<file path="src/rtl/avalon_adapter_pkg.sv">
// Shared types for the Avalon-MM 32-to-16 bit adapters (write side now, read side to follow).
package avalon_adapter_pkg;

    typedef enum logic [1:0] {
        IDLE,
        LO,
        HI,
        DONE
    } wr_state_t;

    localparam int ADDR_W_DEFAULT      = 27;
    localparam int HALF_OFFSET_DEFAULT = 2;

endpackage

</file>
<file path="src/rtl/avalon_mm_32to16_write_adapter_if.sv">
// Bus bundle for the write adapter: 32-bit slave-side command port and 16-bit master-side port.
// The slave modport is the adapter's view; the master modport is the Nios II / memory side around it.
interface avalon_mm_32to16_write_adapter_if #(
    parameter int ADDR_W = 27
);

    logic [ADDR_W-1:0] s_address;
    logic              s_write;
    logic [31:0]       s_writedata;
    logic [3:0]        s_byteenable;
    logic              s_lock;
    logic              s_waitrequest;

    logic [ADDR_W-1:0] m_address;
    logic              m_write;
    logic [15:0]       m_writedata;
    logic [1:0]        m_byteenable;
    logic              m_chipselect;
    logic              m_waitrequest;
    logic              m_lock;

    modport slave (
        input  s_address, s_write, s_writedata, s_byteenable, s_lock, m_waitrequest,
        output s_waitrequest, m_address, m_write, m_writedata, m_byteenable, m_chipselect, m_lock
    );

    modport master (
        output s_address, s_write, s_writedata, s_byteenable, s_lock, m_waitrequest,
        input  s_waitrequest, m_address, m_write, m_writedata, m_byteenable, m_chipselect, m_lock
    );

endinterface

</file>
<file path="src/rtl/avalon_mm_32to16_write_adapter.sv">
// Splits one 32-bit Avalon-MM write into up to two 16-bit writes (low half at A, high half at
// A+HALF_OFFSET), issuing only the halves whose byte enables are set.
module avalon_mm_32to16_write_adapter
    import avalon_adapter_pkg::*;
#(
    parameter int ADDR_W      = ADDR_W_DEFAULT,
    parameter int HALF_OFFSET = HALF_OFFSET_DEFAULT
) (
    input logic                              clock,
    input logic                              reset_n,
    avalon_mm_32to16_write_adapter_if.slave  bus
);

    typedef struct packed {
        logic [ADDR_W-1:0] address;
        logic [15:0]       writedata;
        logic [1:0]        byteenable;
    } half_cmd_t;

    // Address wraps modulo 2^ADDR_W; any carry out of the top bit is dropped.
    function automatic half_cmd_t half_cmd(
        input logic              high,
        input logic [ADDR_W-1:0] addr,
        input logic [31:0]       data,
        input logic [3:0]        be
    );
        half_cmd_t c;
        if (high) begin
            c.address    = addr + ADDR_W'(HALF_OFFSET);
            c.writedata  = data[31:16];
            c.byteenable = be[3:2];
        end else begin
            c.address    = addr;
            c.writedata  = data[15:0];
            c.byteenable = be[1:0];
        end
        return c;
    endfunction

    wr_state_t         state_q, state_d;
    logic [ADDR_W-1:0] lat_addr_q, lat_addr_d;
    logic [31:0]       lat_data_q, lat_data_d;
    logic [3:0]        lat_be_q, lat_be_d;
    half_cmd_t         cmd_q, cmd_d;
    logic              m_write_q, m_write_d;

    always_ff @(posedge clock or negedge reset_n) begin
        if (!reset_n) begin
            state_q    <= IDLE;
            lat_addr_q <= '0;
            lat_data_q <= '0;
            lat_be_q   <= '0;
            cmd_q      <= '0;
            m_write_q  <= 1'b0;
        end else begin
            state_q    <= state_d;
            lat_addr_q <= lat_addr_d;
            lat_data_q <= lat_data_d;
            lat_be_q   <= lat_be_d;
            cmd_q      <= cmd_d;
            m_write_q  <= m_write_d;
        end
    end

    always_comb begin
        state_d    = state_q;
        lat_addr_d = lat_addr_q;
        lat_data_d = lat_data_q;
        lat_be_d   = lat_be_q;
        cmd_d      = cmd_q;
        m_write_d  = m_write_q;

        case (state_q)
            IDLE: begin
                if (bus.s_write) begin
                    lat_addr_d = bus.s_address;
                    lat_data_d = bus.s_writedata;
                    lat_be_d   = bus.s_byteenable;
                    if (bus.s_byteenable[1:0] != 2'b00) begin
                        cmd_d     = half_cmd(1'b0, bus.s_address, bus.s_writedata, bus.s_byteenable);
                        m_write_d = 1'b1;
                        state_d   = LO;
                    end else if (bus.s_byteenable[3:2] != 2'b00) begin
                        cmd_d     = half_cmd(1'b1, bus.s_address, bus.s_writedata, bus.s_byteenable);
                        m_write_d = 1'b1;
                        state_d   = HI;
                    end else begin
                        state_d   = DONE;
                    end
                end
            end
            // An abandoned slave write still finishes the half in flight, then skips the rest.
            LO: begin
                if (!bus.m_waitrequest) begin
                    if (bus.s_write && (lat_be_q[3:2] != 2'b00)) begin
                        cmd_d   = half_cmd(1'b1, lat_addr_q, lat_data_q, lat_be_q);
                        state_d = HI;
                    end else begin
                        m_write_d = 1'b0;
                        state_d   = bus.s_write ? DONE : IDLE;
                    end
                end
            end
            HI: begin
                if (!bus.m_waitrequest) begin
                    m_write_d = 1'b0;
                    state_d   = bus.s_write ? DONE : IDLE;
                end
            end
            DONE: begin
                state_d = IDLE;
            end
            default: begin
                state_d = IDLE;
            end
        endcase
    end

    assign bus.s_waitrequest = bus.s_write & (state_q != DONE);
    assign bus.m_address     = cmd_q.address;
    assign bus.m_writedata   = cmd_q.writedata;
    assign bus.m_byteenable  = cmd_q.byteenable;
    assign bus.m_write       = m_write_q;
    assign bus.m_chipselect  = m_write_q;
    assign bus.m_lock        = bus.s_lock;

endmodule
</file>
<file path="src/flat_wrapper.sv">
// flat-port wrapper written by rule: the top's interface ports become plain ports
module avalon_mm_32to16_write_adapter_flat import avalon_adapter_pkg::*;
#(
    parameter int ADDR_W      = ADDR_W_DEFAULT,
    parameter int HALF_OFFSET = HALF_OFFSET_DEFAULT
)
  (clock, reset_n, bus_s_address, bus_s_write, bus_s_writedata, bus_s_byteenable, bus_s_lock, bus_m_waitrequest, bus_s_waitrequest, bus_m_address, bus_m_write, bus_m_writedata, bus_m_byteenable, bus_m_chipselect, bus_m_lock);
  avalon_mm_32to16_write_adapter_if #(.ADDR_W(ADDR_W)) bus_i ();
  input logic clock;
  input logic reset_n;
  input wire logic [$bits(bus_i.s_address)-1:0] bus_s_address;
  input wire logic [$bits(bus_i.s_write)-1:0] bus_s_write;
  input wire logic [$bits(bus_i.s_writedata)-1:0] bus_s_writedata;
  input wire logic [$bits(bus_i.s_byteenable)-1:0] bus_s_byteenable;
  input wire logic [$bits(bus_i.s_lock)-1:0] bus_s_lock;
  input wire logic [$bits(bus_i.m_waitrequest)-1:0] bus_m_waitrequest;
  output wire logic [$bits(bus_i.s_waitrequest)-1:0] bus_s_waitrequest;
  output wire logic [$bits(bus_i.m_address)-1:0] bus_m_address;
  output wire logic [$bits(bus_i.m_write)-1:0] bus_m_write;
  output wire logic [$bits(bus_i.m_writedata)-1:0] bus_m_writedata;
  output wire logic [$bits(bus_i.m_byteenable)-1:0] bus_m_byteenable;
  output wire logic [$bits(bus_i.m_chipselect)-1:0] bus_m_chipselect;
  output wire logic [$bits(bus_i.m_lock)-1:0] bus_m_lock;
  assign bus_i.s_address = bus_s_address;
  assign bus_i.s_write = bus_s_write;
  assign bus_i.s_writedata = bus_s_writedata;
  assign bus_i.s_byteenable = bus_s_byteenable;
  assign bus_i.s_lock = bus_s_lock;
  assign bus_i.m_waitrequest = bus_m_waitrequest;
  assign bus_s_waitrequest = bus_i.s_waitrequest;
  assign bus_m_address = bus_i.m_address;
  assign bus_m_write = bus_i.m_write;
  assign bus_m_writedata = bus_i.m_writedata;
  assign bus_m_byteenable = bus_i.m_byteenable;
  assign bus_m_chipselect = bus_i.m_chipselect;
  assign bus_m_lock = bus_i.m_lock;
  avalon_mm_32to16_write_adapter #(.ADDR_W(ADDR_W), .HALF_OFFSET(HALF_OFFSET)) u_core (.clock(clock), .reset_n(reset_n), .bus(bus_i));
endmodule
</file>
<file path="config.mk">
export PLATFORM = sky130hd
export DESIGN_NAME = avalon_mm_32to16_write_adapter_flat
export DESIGN_NICKNAME = d
export VERILOG_FILES = /design/src/rtl/avalon_adapter_pkg.sv /design/src/rtl/avalon_mm_32to16_write_adapter_if.sv /design/src/rtl/avalon_mm_32to16_write_adapter.sv /design/src/flat_wrapper.sv
export SDC_FILE = /design/constraint.sdc
export NUM_CORES = 1
export LEC_CHECK = 0
export CORE_MARGIN = 5
export CORE_UTILIZATION = 40
export DETAILED_ROUTE_END_ITERATION = 10
export HOLD_SLACK_MARGIN = 0.15
export PLACE_DENSITY_LB_ADDON = 0.12
export SYNTH_ARGS = -nofsm -noshare
export SYNTH_HDL_FRONTEND = slang
export SYNTH_SLANG_ARGS = --single-unit
</file>
<file path="constraint.sdc">
create_clock -name clock -period 4.1 [get_ports clock]
set_input_delay 1.23 -clock clock [delete_from_list [all_inputs] [get_ports clock]]
set_output_delay 1.23 -clock clock [all_outputs]
set_load 0.1 [all_outputs]
</file>
==> results of run 1 <==
==> path summary, 6_finish.rpt <==
path / to / slack (ns) / startpoint
setup reg to reg: u_core.bus.m_address[17] / 1.39 / u_core.state_q[1]
setup / recovery: bus_s_waitrequest / 0.50 / bus_s_write
hold / removal: u_core.bus.m_address[22] / 0.48 / u_core.bus.m_address[22]
min in group asynchronous: u_core.bus.m_address[22] / 1.06 / reset_n
hold reg to reg: u_core.bus.m_address[22] / 0.48 / u_core.bus.m_address[22]
max in group asynchronous: u_core.bus.m_writedata[12] / 2.23 / reset_n
==> routing by layer <==
metal | vias up | routed length, µm
met2 | 121 | 6850
li1 | 2273 | -
met3 | 16 | 900
met5 | - | 0
met1 | 2246 | 6490
met4 | 0 | 243
==> logic make-up after synthesis <==
| family | count (synthesis) | synth area share (%) |
|---|---|---|
| AO/OA/AOI/OAI | 146 | 16.0 |
| XOR/XNOR | 26 | 4.31 |
| adder cells (fa/ha/maj) | 7 | 1.66 |
| buffers and inverters | 58 | 4.50 |
| flip-flops | 93 | 44.0 |
| multiplexers | 49 | 10.2 |
| AND/OR/NAND/NOR | 201 | 19.3 |
==> per-stage QoR <==
step	setup slack (ns)	area (µm²)	instances	total power, W
global placement	0.262	6610	843	0.00523
CTS	0.492	6930	859	0.00622
finish	0.497	6930	859	0.00617
floorplan	0.0691	5290	580	0.00436
global route	0.440	6930	859	0.00651
detailed placement	0.206	6610	843	0.00529
==> synthesized netlist by cell type, drive strengths merged, types with 3 or more instances <==
master / number
nand2: 87
or4: 6
mux2: 40
nor3: 30
a21oi: 42
nand3: 14
mux2i: 9
xor2: 8
o31a: 12
o211ai: 3
inv: 18
nor4: 18
o21ai: 67
dfrtp: 93
nor2: 14
or3: 6
a31oi: 3
and3: 5
ha: 7
o31ai: 10
nand4: 11
buf: 8
clkbuf: 31
xnor2: 18
o21a: 3
==> where the power goes <==
part / leakage, nW / internal [W] / switching (W)
registers: 1.13 / 0.00137 / 0.000349
logic: 1.48 / 0.00105 / 0.00250
clock network: 0.154 / 0.000553 / 0.000354
total: 2.77 / 0.00297 / 0.00320
==> sequential cells by signal (all words and copies together) (netlist names) <==
register                 flops
u_core.bus.m_byteenable      2
u_core.state_q               2
u_core.bus.m_chipselect      1
u_core.lat_be_q              2
u_core.lat_data_q           16
u_core.bus.m_writedata      16
u_core.lat_addr_q           27
u_core.bus.m_address        27
==> layout make-up <==
class                   count  area, µm²
fillers                  1222       6150
well taps                 176        220
multi-input cells         429       2740
clock buffers              13        250
inverters                  19       71.3
repair buffers            126       1250
flip-flops and latches     93       2330
clock inverters             3       68.8
==> layout by cell type, fill, tap and decap left out, drive strengths merged, types with 5 or more instances in the layout <==
cell type,count
a21oi,42
and3,5
buf,14
clkbuf,13
clkdlybuf4s50,112
dfrtp,93
ha,7
inv,18
mux2,40
mux2i,9
nand2,87
nand3,14
nand4,11
nor2,14
nor3,30
nor4,18
o21ai,67
o31a,12
o31ai,10
or3,6
or4,6
xnor2,18
xor2,8
==> tightest hold or removal path, stage by stage (launching register included) <==
cell	delay (ns)
dfrtp_1	0.34
nand2_1	0.05
o31ai_1	0.05
==> results_dict.tcl, run 1 <==
set metrics [dict create \
    netlist_area_um2 5290 \
    antenna_found_initial 0 \
    dp_hpwl_um 10000 \
    critPathMaxFanout 8 \
    tns_ns 0 \
    ff2ff_path_depth 8 \
    die_x_um 125 \
    max_slew.worst_pin.slew_ns 1.08 \
    cts_buffer_depth 2 \
    drtAntennaViolNets 0 \
    grt_overflow 0 \
    ir_worst_vdd_v 0.000413 \
    crit_buf_inv 2 \
    ys_types 47 \
    yosys_warnings 0 \
    status "finished, final reports clean" \
    slew_violations 0 \
    critical_path_required_ns 2.87 \
    max_freq_mhz 278 \
    p_per_area_nw_per_um2 890 \
    fin_nets 753 \
    clk_pin_slew_worst_paths_ns 0.06 \
    cts_tree "yes" \
    start_util_pct 40.4 \
    path_depth 3 \
    met2_usage_pct 31.0 \
    drt_iter0_markers 144 \
    arrival_ns 2.37 \
    synth_edf_count 0 \
    hold_viol 0 \
    drc 0 \
    io_pins 117 \
    finalSetupViolations 0 \
    busiest_layer "met2" \
    cp_top_family "buffers and inverters" \
    grt_setup_unrepaired "false" \
    end_kind "output pin" \
    leakage_nw 2.77 \
    cts_sinks 93 \
    dr_total_vias 4656 \
    period_needed_ns 3.60 \
    design.die.area_um2 15600 \
    cts.repair.resized 0 \
    core_area_um2 13100 \
    ys_ff_latch 93 \
    syn_nets 655 \
    synth_top_cell_by_area "dfrtp_1" \
    skew_ns 0.00965 \
    hold_ws_ns 0.476 \
    cts_setup_buffers 0 \
    grtUsageTotal_pct 18.8 \
    crit_chain "clkdlybuf4s50_1 > nor2b_1 > buf_12" \
    min_path_type "reg -> reg" \
    placementRows 42 \
    synth_ff_type "dfrtp_1" \
    wirelength_um 14500 \
    max_cap_violations 0 \
    async_reset_ff_share_pct 100 \
    synth_area_leaders "dfrtp_1 44%, mux2_2 8.5%, o21ai_0 6.3%" \
    diodes 0 \
    via_per_inst 5.42 \
    place.gp.congestion 0.837 \
    met1_usage_pct 23.7 \
    netlist_instances 580 \
    worstSkewPairLatency_ns 0.35 \
    crit_path_start_kind "input pin" \
    avgSynthCellArea_um2 9.12 \
    worstSetupPathType "in -> out" \
    relSlewSlack_pct 28.1 \
    drive_gt1_share_pct 12.2 \
    grt_pass1_wl_um 24200 \
    portBuffers 114 \
    dr.pass1.iters 4 \
    cpMaxStageDelayCell "clkdlybuf4s50_1" \
    h-tree-depth 3 \
    cts_root_buffer "clkbuf_16" \
    min_period_over_period_pct 87.9 \
    post-route-util_pct 53.0 \
    synth.top_cell.area_share_pct 44.0 \
    slowest_delay_ns 0.66 \
    hold_depth 2 \
    ys_seq_area_share_pct 44.0 \
    met3_usage_pct 4.86 \
    area_growth_pct 31.1 \
    die_h_um 125 \
    cts_made_buffers 9 \
    grt_pass1_vias 4878 \
    wl_per_cell_um 16.9 \
    grt_max_degree 81 \
    ctsHoldBuffers 0 \
]
(Power assumes the default switching activity.)
==> run 2, diff against run 1 <==
Settings changed: HOLD_SLACK_MARGIN 0.15 to unset.
==> results of run 2 <==
No change in the layout: final DEF, timing and power equal those of run 1.
